File: src/rtl/freq_to_note.sv
// freq_to_note: maps an integer frequency in Hz to the nearest equal-tempered
// note (C..B) and octave over C3..B6. The search is sequential: one candidate
// of the 48-entry x100 semitone grid is evaluated per clock. Inputs and outputs
// use a valid/ready handshake.
//
//   state | meaning
//   ------+--------------------------------------------------------------
//   IDLE  | in_ready=1, waiting for in_valid to capture freq_in
//   SCAN  | one candidate per edge, k=0..47, tracking the closest so far
//   DONE  | out_valid=1, result held until out_ready
module freq_to_note #(
  parameter int FMIN_HZ = 127,
  parameter int FMAX_HZ = 2034
) (
  input  logic        clk,
  input  logic        rst,
  input  logic        in_valid,
  output logic        in_ready,
  input  logic [19:0] freq_in,
  output logic        out_valid,
  input  logic        out_ready,
  output logic [3:0]  note,
  output logic [1:0]  octave,
  output logic        sharp,
  output logic        out_range
);

  typedef enum logic [1:0] {
    IDLE = 2'd0,
    SCAN = 2'd1,
    DONE = 2'd2
  } state_t;

  localparam logic [19:0] LP_FMIN = 20'(FMIN_HZ);
  localparam logic [19:0] LP_FMAX = 20'(FMAX_HZ);

  state_t      r_state;
  logic [26:0] r_f100;
  logic        r_range;
  logic [26:0] r_best_diff;
  logic [3:0]  r_best_note;
  logic [1:0]  r_best_oct;
  logic        r_best_sharp;
  logic [3:0]  r_note_cnt;
  logic [1:0]  r_oct_cnt;

  logic [17:0] w_base;
  logic [26:0] w_value;
  logic [26:0] w_diff;
  logic [26:0] w_f100_in;
  logic        w_range_in;
  logic        w_better;
  logic        w_above;
  logic        w_last;
  logic [3:0]  w_sel_note;
  logic [1:0]  w_sel_oct;
  logic        w_sel_sharp;

  // Octave-3 semitone frequencies scaled by 100, indexed by note.
  always_comb begin
    w_base = 18'd13081;
    case (r_note_cnt)
      4'd0:    w_base = 18'd13081;
      4'd1:    w_base = 18'd13859;
      4'd2:    w_base = 18'd14683;
      4'd3:    w_base = 18'd15556;
      4'd4:    w_base = 18'd16481;
      4'd5:    w_base = 18'd17461;
      4'd6:    w_base = 18'd18500;
      4'd7:    w_base = 18'd19600;
      4'd8:    w_base = 18'd20765;
      4'd9:    w_base = 18'd22000;
      4'd10:   w_base = 18'd23308;
      4'd11:   w_base = 18'd24694;
      default: w_base = 18'd13081;
    endcase
  end

  assign w_value    = {9'd0, w_base} << r_oct_cnt;
  assign w_f100_in  = 27'(freq_in) * 27'd100;
  assign w_range_in = (freq_in < LP_FMIN) || (freq_in > LP_FMAX);

  // Distance of the current candidate and whether it beats the best so far.
  always_comb begin
    w_above  = (r_f100 > w_value);
    w_diff   = w_above ? (r_f100 - w_value) : (w_value - r_f100);
    w_better = (w_diff < r_best_diff);
    w_last   = (r_note_cnt == 4'd11) && (r_oct_cnt == 2'd3);
  end

  // Final pick including the last candidate, used when leaving SCAN.
  always_comb begin
    w_sel_note  = r_best_note;
    w_sel_oct   = r_best_oct;
    w_sel_sharp = r_best_sharp;
    if (w_better) begin
      w_sel_note  = r_note_cnt;
      w_sel_oct   = r_oct_cnt;
      w_sel_sharp = w_above;
    end
  end

  // Control FSM with registered handshake and result outputs.
  always_ff @(posedge clk or posedge rst) begin
    if (rst) begin
      r_state      <= IDLE;
      r_f100       <= '0;
      r_range      <= 1'b0;
      r_best_diff  <= '1;
      r_best_note  <= '0;
      r_best_oct   <= '0;
      r_best_sharp <= 1'b0;
      r_note_cnt   <= '0;
      r_oct_cnt    <= '0;
      in_ready     <= 1'b1;
      out_valid    <= 1'b0;
      note         <= '0;
      octave       <= '0;
      sharp        <= 1'b0;
      out_range    <= 1'b0;
    end else begin
      case (r_state)
        IDLE: begin
          if (in_valid) begin
            r_f100       <= w_f100_in;
            r_range      <= w_range_in;
            r_best_diff  <= '1;
            r_best_note  <= '0;
            r_best_oct   <= '0;
            r_best_sharp <= 1'b0;
            r_note_cnt   <= '0;
            r_oct_cnt    <= '0;
            in_ready     <= 1'b0;
            r_state      <= SCAN;
          end
        end
        SCAN: begin
          if (w_better) begin
            r_best_diff  <= w_diff;
            r_best_note  <= r_note_cnt;
            r_best_oct   <= r_oct_cnt;
            r_best_sharp <= w_above;
          end
          if (w_last) begin
            note      <= w_sel_note;
            octave    <= w_sel_oct;
            sharp     <= w_sel_sharp;
            out_range <= r_range;
            out_valid <= 1'b1;
            r_state   <= DONE;
          end else if (r_note_cnt == 4'd11) begin
            r_note_cnt <= '0;
            r_oct_cnt  <= r_oct_cnt + 2'd1;
          end else begin
            r_note_cnt <= r_note_cnt + 4'd1;
          end
        end
        DONE: begin
          if (out_ready) begin
            out_valid <= 1'b0;
            in_ready  <= 1'b1;
            r_state   <= IDLE;
          end
        end
        default: begin
          r_state   <= IDLE;
          in_ready  <= 1'b1;
          out_valid <= 1'b0;
        end
      endcase
    end
  end

endmodule

File: config.mk
export PLATFORM = sky130hd
export DESIGN_NAME = freq_to_note
export DESIGN_NICKNAME = d
export VERILOG_FILES = /design/src/rtl/freq_to_note.sv
export SDC_FILE = /design/constraint.sdc
export NUM_CORES = 1
export LEC_CHECK = 0
export CORE_UTILIZATION = 64
export CTS_CLUSTER_DIAMETER = 120
export DETAILED_ROUTE_END_ITERATION = 7
export PLACE_DENSITY = 0.82
export SYNTH_ARGS = -nofsm -noshare
export SYNTH_HDL_FRONTEND = slang
export SYNTH_SLANG_ARGS = --single-unit
File: constraint.sdc
create_clock -name clk -period 8.7 [get_ports clk]
set_input_delay 2.61 -clock clk [delete_from_list [all_inputs] [get_ports clk]]
set_output_delay 2.61 -clock clk [all_outputs]
set_load 0.005 [all_outputs]
==> results of run 1 <==
[logic make-up after synthesis]
logic type	after synthesis	share of synthesized area [%]
XOR/XNOR	39	3.83
flip-flops	78	21.8
multiplexers	47	5.43
buffers and inverters	205	9.19
AND/OR/NAND/NOR	290	15.9
AO/OA/AOI/OAI	291	20.2
adder cells (fa/ha/maj)	163	23.7
[sequential cells by signal, indices dropped and copies added (netlist names)]
signal	count
r_range	1
octave	2
r_state	2
r_f100	25
note	4
r_best_note	4
r_best_diff	27
in_ready	1
r_oct_cnt	2
r_note_cnt	4
out_range	1
r_best_sharp	1
r_best_oct	2
out_valid	1
sharp	1
[cell usage after synthesis (all sizes together), types with 3 or more instances]
master	count	area [um2]
and2	8	50.1
nand4	15	93.8
nor2	46	173
clkbuf	25	93.8
a21o	20	150
o2111ai	5	50.0
o31ai	8	60.1
xnor2	25	226
dfrtp	50	1250
nor3	14	85.1
dfstp	28	736
or4	7	56.3
buf	21	148
o21a	20	150
inv	158	593
nand2	116	443
or3	12	78.8
a21oi	65	333
nor2b	7	43.8
a211oi	13	97.6
nand2b	12	75.1
xor2	14	123
a31oi	11	75.1
o21bai	6	45.0
o211ai	8	73.8
ha	147	1840
fa	16	320
nor3b	5	37.5
and3	11	68.8
nor4b	4	35.0
a2111o	3	33.8
o21ai	106	534
or2	6	37.5
o22ai	6	37.5
mux2i	27	270
mux2	20	225
nand3	20	100
[per-layer routing]
layer  routed length, um  part of all wire (%)  GRT usage [%]
met3                 839                   4.2           3.05
met1                9710                    48           40.8
met4                 441                   2.2           10.4
met5                   0                     0              0
met2                9120                    45           46.1
[path summary, 6_finish.rpt]
kind,start,to,cells after the start
min,note[2],note[2],2
max,r_note_cnt[0],r_best_diff[22],26
max reg2reg,r_note_cnt[0],r_best_diff[22],26
min in group asynchronous,rst,octave[1],3
min reg2reg,note[2],note[2],2
max in group asynchronous,rst,r_f100[17],3
[stage by stage]
step / area, um2 / utilization [%] / hold WS, ps / instances
after detailed placement: 9490 / 68.4 / 473 / 1288
after CTS: 9810 / 70.6 / 491 / 1303
after global placement: 9490 / 68.4 / 457 / 1288
after floorplan: 9120 / - / 439 / 1113
final: 9810 / 70.6 / 492 / 1303
after global routing: 9810 / 70.6 / 514 / 1303
[cell type report]
type | count | area [um2] | area share (%)
clock buffers | 10 | 239 | 2.44
clock inverters | 5 | 73.8 | 0.753
inverters | 159 | 598 | 6.10
multi-input cells | 830 | 6290 | 64.2
flip-flops and latches | 78 | 1990 | 20.3
well taps | 180 | 225 | 2.30
repair buffers | 41 | 390 | 3.98
[critical path, stage by stage (launching register included)]
cell and delay, ps:
dfrtp_1 540, ha_1 380, ha_1 280, or3_1 350, o21ai_0 110, nand2_1 70, o21ai_0 120, nand2_1 100
o21a_1 150, ha_1 400, a21oi_1 270, o21ai_1 160, or3_1 410, o211ai_4 260, a21o_1 450, o21ai_1 330
nand2_1 150, xnor2_1 120, ha_1 260, a21o_1 160, a211o_1 310, o22ai_1 210, nor2_1 100, a21oi_2 560
nand2_4 490, nor4b_1 500, nor3_2 80
==> impl_results.md, run 1 <==
* Status: finished, final reports clean
* DRC viols at 0
* Fin crit period at 7440 ps
* Clk slew on worst S/H paths at 60 ps
* Number of clock sinks at 78
* Slew headroom at 35.1%
* Vias at 7562
* Initial core utilization at 65.7%
* Post-synth EDFFs at 0
* First-pass GRT wire length at 34.0 mm
* Critical Path Source Type: flip-flop
* Layout area overhead at 7.55%
* Tightest Hold Check Type: reg2reg
* CP Class: reg2reg
* Die Span Y at 121 um
* CTS Buf Count at 9
* Final worst clock skew at 9.71 ps
* Maximum root-to-sink buffer count at 2
* IO Count at 34
* Count of input and output buffers at 33
* Syn Nets at 1300
* Post-synthesis sequential area ratio at 21.8%
* Count of final setup violators at 0
* H-tree Lvls at 3
* Layout Nets at 1306
* Pins over their slew limit at 0
* Root Buffer: clkbuf_16
* Final antenna-violating net count at 0
* Placeable Area at 13900 um2
* CTS resizes at 0
* CTS tree: done
* Final period util at 85.6%
* Largest net degree at the start of global routing at 79
* Crit path max fanout at 55
* Setup repair bufs after CTS at 0
* Async set or reset register ratio after synthesis at 100%
* Required @ worst endpoint at 8960 ps
* Setup ws final at 1260 ps
* Rows at 43
* Post-synthesis register bit count at 78
* Detailed Place HPWL at 15.8 mm
* Number of failing hold endpoints at the final stage at 0
* Synthesized area per cell at 8.19 um2
* Yosys warnings at 0
* Grt total ovfl at 0
* Gpl congestion at 0.947
* Unrepaired setup endpoints after global routing: false
* Tot GR Track Use at 29.1%
* Routed length per instance at 15.4 um
* Vias per cell at 5.80
* Mapped Area at 9120 um2
* Commonest non-fill, non-tap cell in the layout: inv_1
* Flop2flop setup slack at 1260 ps
* Initial antenna violation count at 0
* CP Data Arrival Time at 7710 ps
* Vias in the first global route at 7164
* DRT iter0 DRCs at 656
* Synth Flop Type: dfrtp_1
* Drt total wl at 20.1 mm
* Clock latency on the worst-skew pair at 340 ps
* Max cap viols at 0
* Hold_buf cts at 0
* Peak Freq at 0.134 GHz
* Slew @ Worst Pin at 974 ps
* Share of cells above drive strength 1 at 7.93%
* Syn Inst Count at 1113
* Setup_tns at 0 ps
* Synth cell types at 77
* # diodes at 0
* CP Capture Type: flip-flop
* Die width at 121 um
* Fillers at 1131
* Die area at 14700 um2
* TritonRoute pass-1 iters at 5
* Most frequent cells in the layout: inv_1, ha_1, nand2_1
* Setup slack at placement at 1400 ps
Power of run 1 is left out: the tool's default activity adds up to more than one toggle a clock period on the data nets, which glitch-free logic cannot reach.
==> run 2, diff against run 1 <==
CTS_BUF_LIST = sky130_fd_sc_hd__clkbuf_16   (was unset)
==> impl_results.md, run 2 (synthesis results as in run 1) <==
* Pins over their slew limit at 0 (unchanged)
* Crit path max fanout at 55 (unchanged)
* Fin util at 70.6% (-0.072 points)
* Vias in the first global route at 7160 (-0.056%)
* Number of clock sinks at 78 (unchanged)
* CP Capture Point: r_best_diff[22]
* R2R Path Start: r_note_cnt[0]
* First-pass GRT wire length at 34.0 mm (about the same)
* IO Count at 34 (unchanged)
* Largest regs: r_best_diff (27), r_f100 (25)
* Number of failing hold endpoints at the final stage at 0 (unchanged)
* Setup_tns at 0 ps (unchanged)
* Hold_buf cts at 0 (unchanged)
* Clock latency on the worst-skew pair at 340 ps (about the same)
* Largest net degree at the start of global routing at 79 (unchanged)
* Final period util at 85.4% (-0.15 points)
* Layout Nets at 1306 (unchanged)
* Final antenna-violating net count at 0 (unchanged)
* Grt total ovfl at 0 (unchanged)
* Peak Freq at 0.135 GHz (+0.18%)
* Critical Path Source Type: flip-flop
* Count of final setup violators at 0 (unchanged)
* Maximum root-to-sink buffer count at 2 (unchanged)
* Most frequent cells in the layout: inv_1, ha_1, nand2_1
* Gpl congestion at 0.947 (unchanged)
* CP Data Arrival Time at 7700 ps (about the same)
* Max FFs per register at 27 (unchanged)
* Rows at 43 (unchanged)
* CP max stage delay at 560 ps (about the same)
* Commonest non-fill, non-tap cell in the layout: inv_1
* DRT iter0 DRCs at 622 (-5.2%)
* CP most frequent cell: ha_1
* Root Buffer: clkbuf_16
* CTS Buf Count at 9 (unchanged)
* Slew headroom at 35.2% (+0.13 points)
* Drt total wl at 20.1 mm (-0.14%)
* H-tree Lvls at 3 (unchanged)
* Share of cells above drive strength 1 at 7.84% (-0.089 points)
* Detailed Place HPWL at 15.8 mm (unchanged)
* CTS tree: done
* Tightest Hold Check Type: reg2reg
* Initial antenna violation count at 0 (unchanged)
* CP Launch Point: r_note_cnt[0]
* Status: finished, final reports clean
* CP Capture Type: flip-flop
* Die Span Y at 121 um (unchanged)
* R2R Path End: r_best_diff[22]
* Clk slew on worst S/H paths at 60 ps (about the same)
* Slew @ Worst Pin at 972 ps (-1.91 ps)
* Required @ worst endpoint at 8960 ps (about the same)
* Placeable Area at 13900 um2 (unchanged)
* DRC viols at 0 (unchanged)
* Count of input and output buffers at 33 (unchanged)
* Slowest stage cell, crit path: a21oi_2
* Vias at 7600 (+0.50%)
* Routed length per instance at 15.4 um (-0.14%)
* CP Class: reg2reg
* CTS resizes at 0 (unchanged)
* Final worst clock skew at 9.71 ps (+0.00295 ps)
* Tot GR Track Use at 29.0% (about the same)
* Die width at 121 um (unchanged)
* TritonRoute pass-1 iters at 5 (unchanged)
* Hold depth at 2 (unchanged)
* Fin crit period at 7430 ps (-13.1 ps)
* # diodes at 0 (unchanged)
* Setup repair bufs after CTS at 0 (unchanged)
* Vias per cell at 5.83 (+0.50%)
* Initial core utilization at 65.7% (unchanged)
* Unrepaired setup endpoints after global routing: false
* Largest Register: r_best_diff
* Layout area overhead at 7.44%
* Max cap viols at 0 (unchanged)
* Die area at 14700 um2 (unchanged)
* Reg2Reg Depth at 26 (unchanged)
* Flop2flop setup slack at 1270 ps (about the same)
run 2: through the flow:
| step | instance area (um2) | std cells | setup WS, ps | hold slack (ps) |
|---|---|---|---|---|
| after floorplan | 9120 | 1113 | 2520 | 439 |
| after global placement | 9490 | 1288 | 1410 | 457 |
| after detailed placement | 9490 | 1288 | 1400 | 473 |
| after CTS | 9800 | 1303 | 1360 | 491 |
| after global routing | 9800 | 1303 | 621 | 514 |
| final | 9800 | 1303 | 1270 | 492 |
run 2: area by class of cell:
type | count | area, um2
Tap cell | 180 | 225
Clock inverter | 6 | 77.6
Sequential cell | 78 | 1990
Fill cell | 1135 | 4090
Timing Repair Buffer | 41 | 390
Multi-Input combinational cell | 830 | 6290
Inverter | 159 | 598
Clock buffer | 9 | 225
run 2: worst min path at each step:
| stage | startpoint | end | slack (ps) |
|---|---|---|---|
| floorplan | r_range | out_range | 440 |
| global placement | r_range | out_range | 460 |
| detailed placement | r_range | out_range | 470 |
| CTS | r_range | r_range | 490 |
| global route | out_valid | out_valid | 510 |
| finish | note[2] | note[2] | 490 |
run 2: per-layer routing:
| metal | track usage [%] | vias up | share of wire, % |
|---|---|---|---|
| met4 | 10.4 | 0 | 2.3 |
| met1 | 40.8 | 3512 | 48 |
| met5 | 0 | - | 0 |
| met3 | 3.05 | 32 | 4.3 |
| met2 | 46.0 | 189 | 45 |
| li1 | - | 3867 | - |
run 2: critical path: cells and delay by family, from the launching register on:
kind / cells / cell delay [ps]
XOR/XNOR: 1 / 120
adder cells (fa/ha/maj): 4 / 1310
AO/OA/AOI/OAI: 12 / 3080
flip-flops: 1 / 540
AND/OR/NAND/NOR: 9 / 2250
Power of run 2 is left out for the same reason.
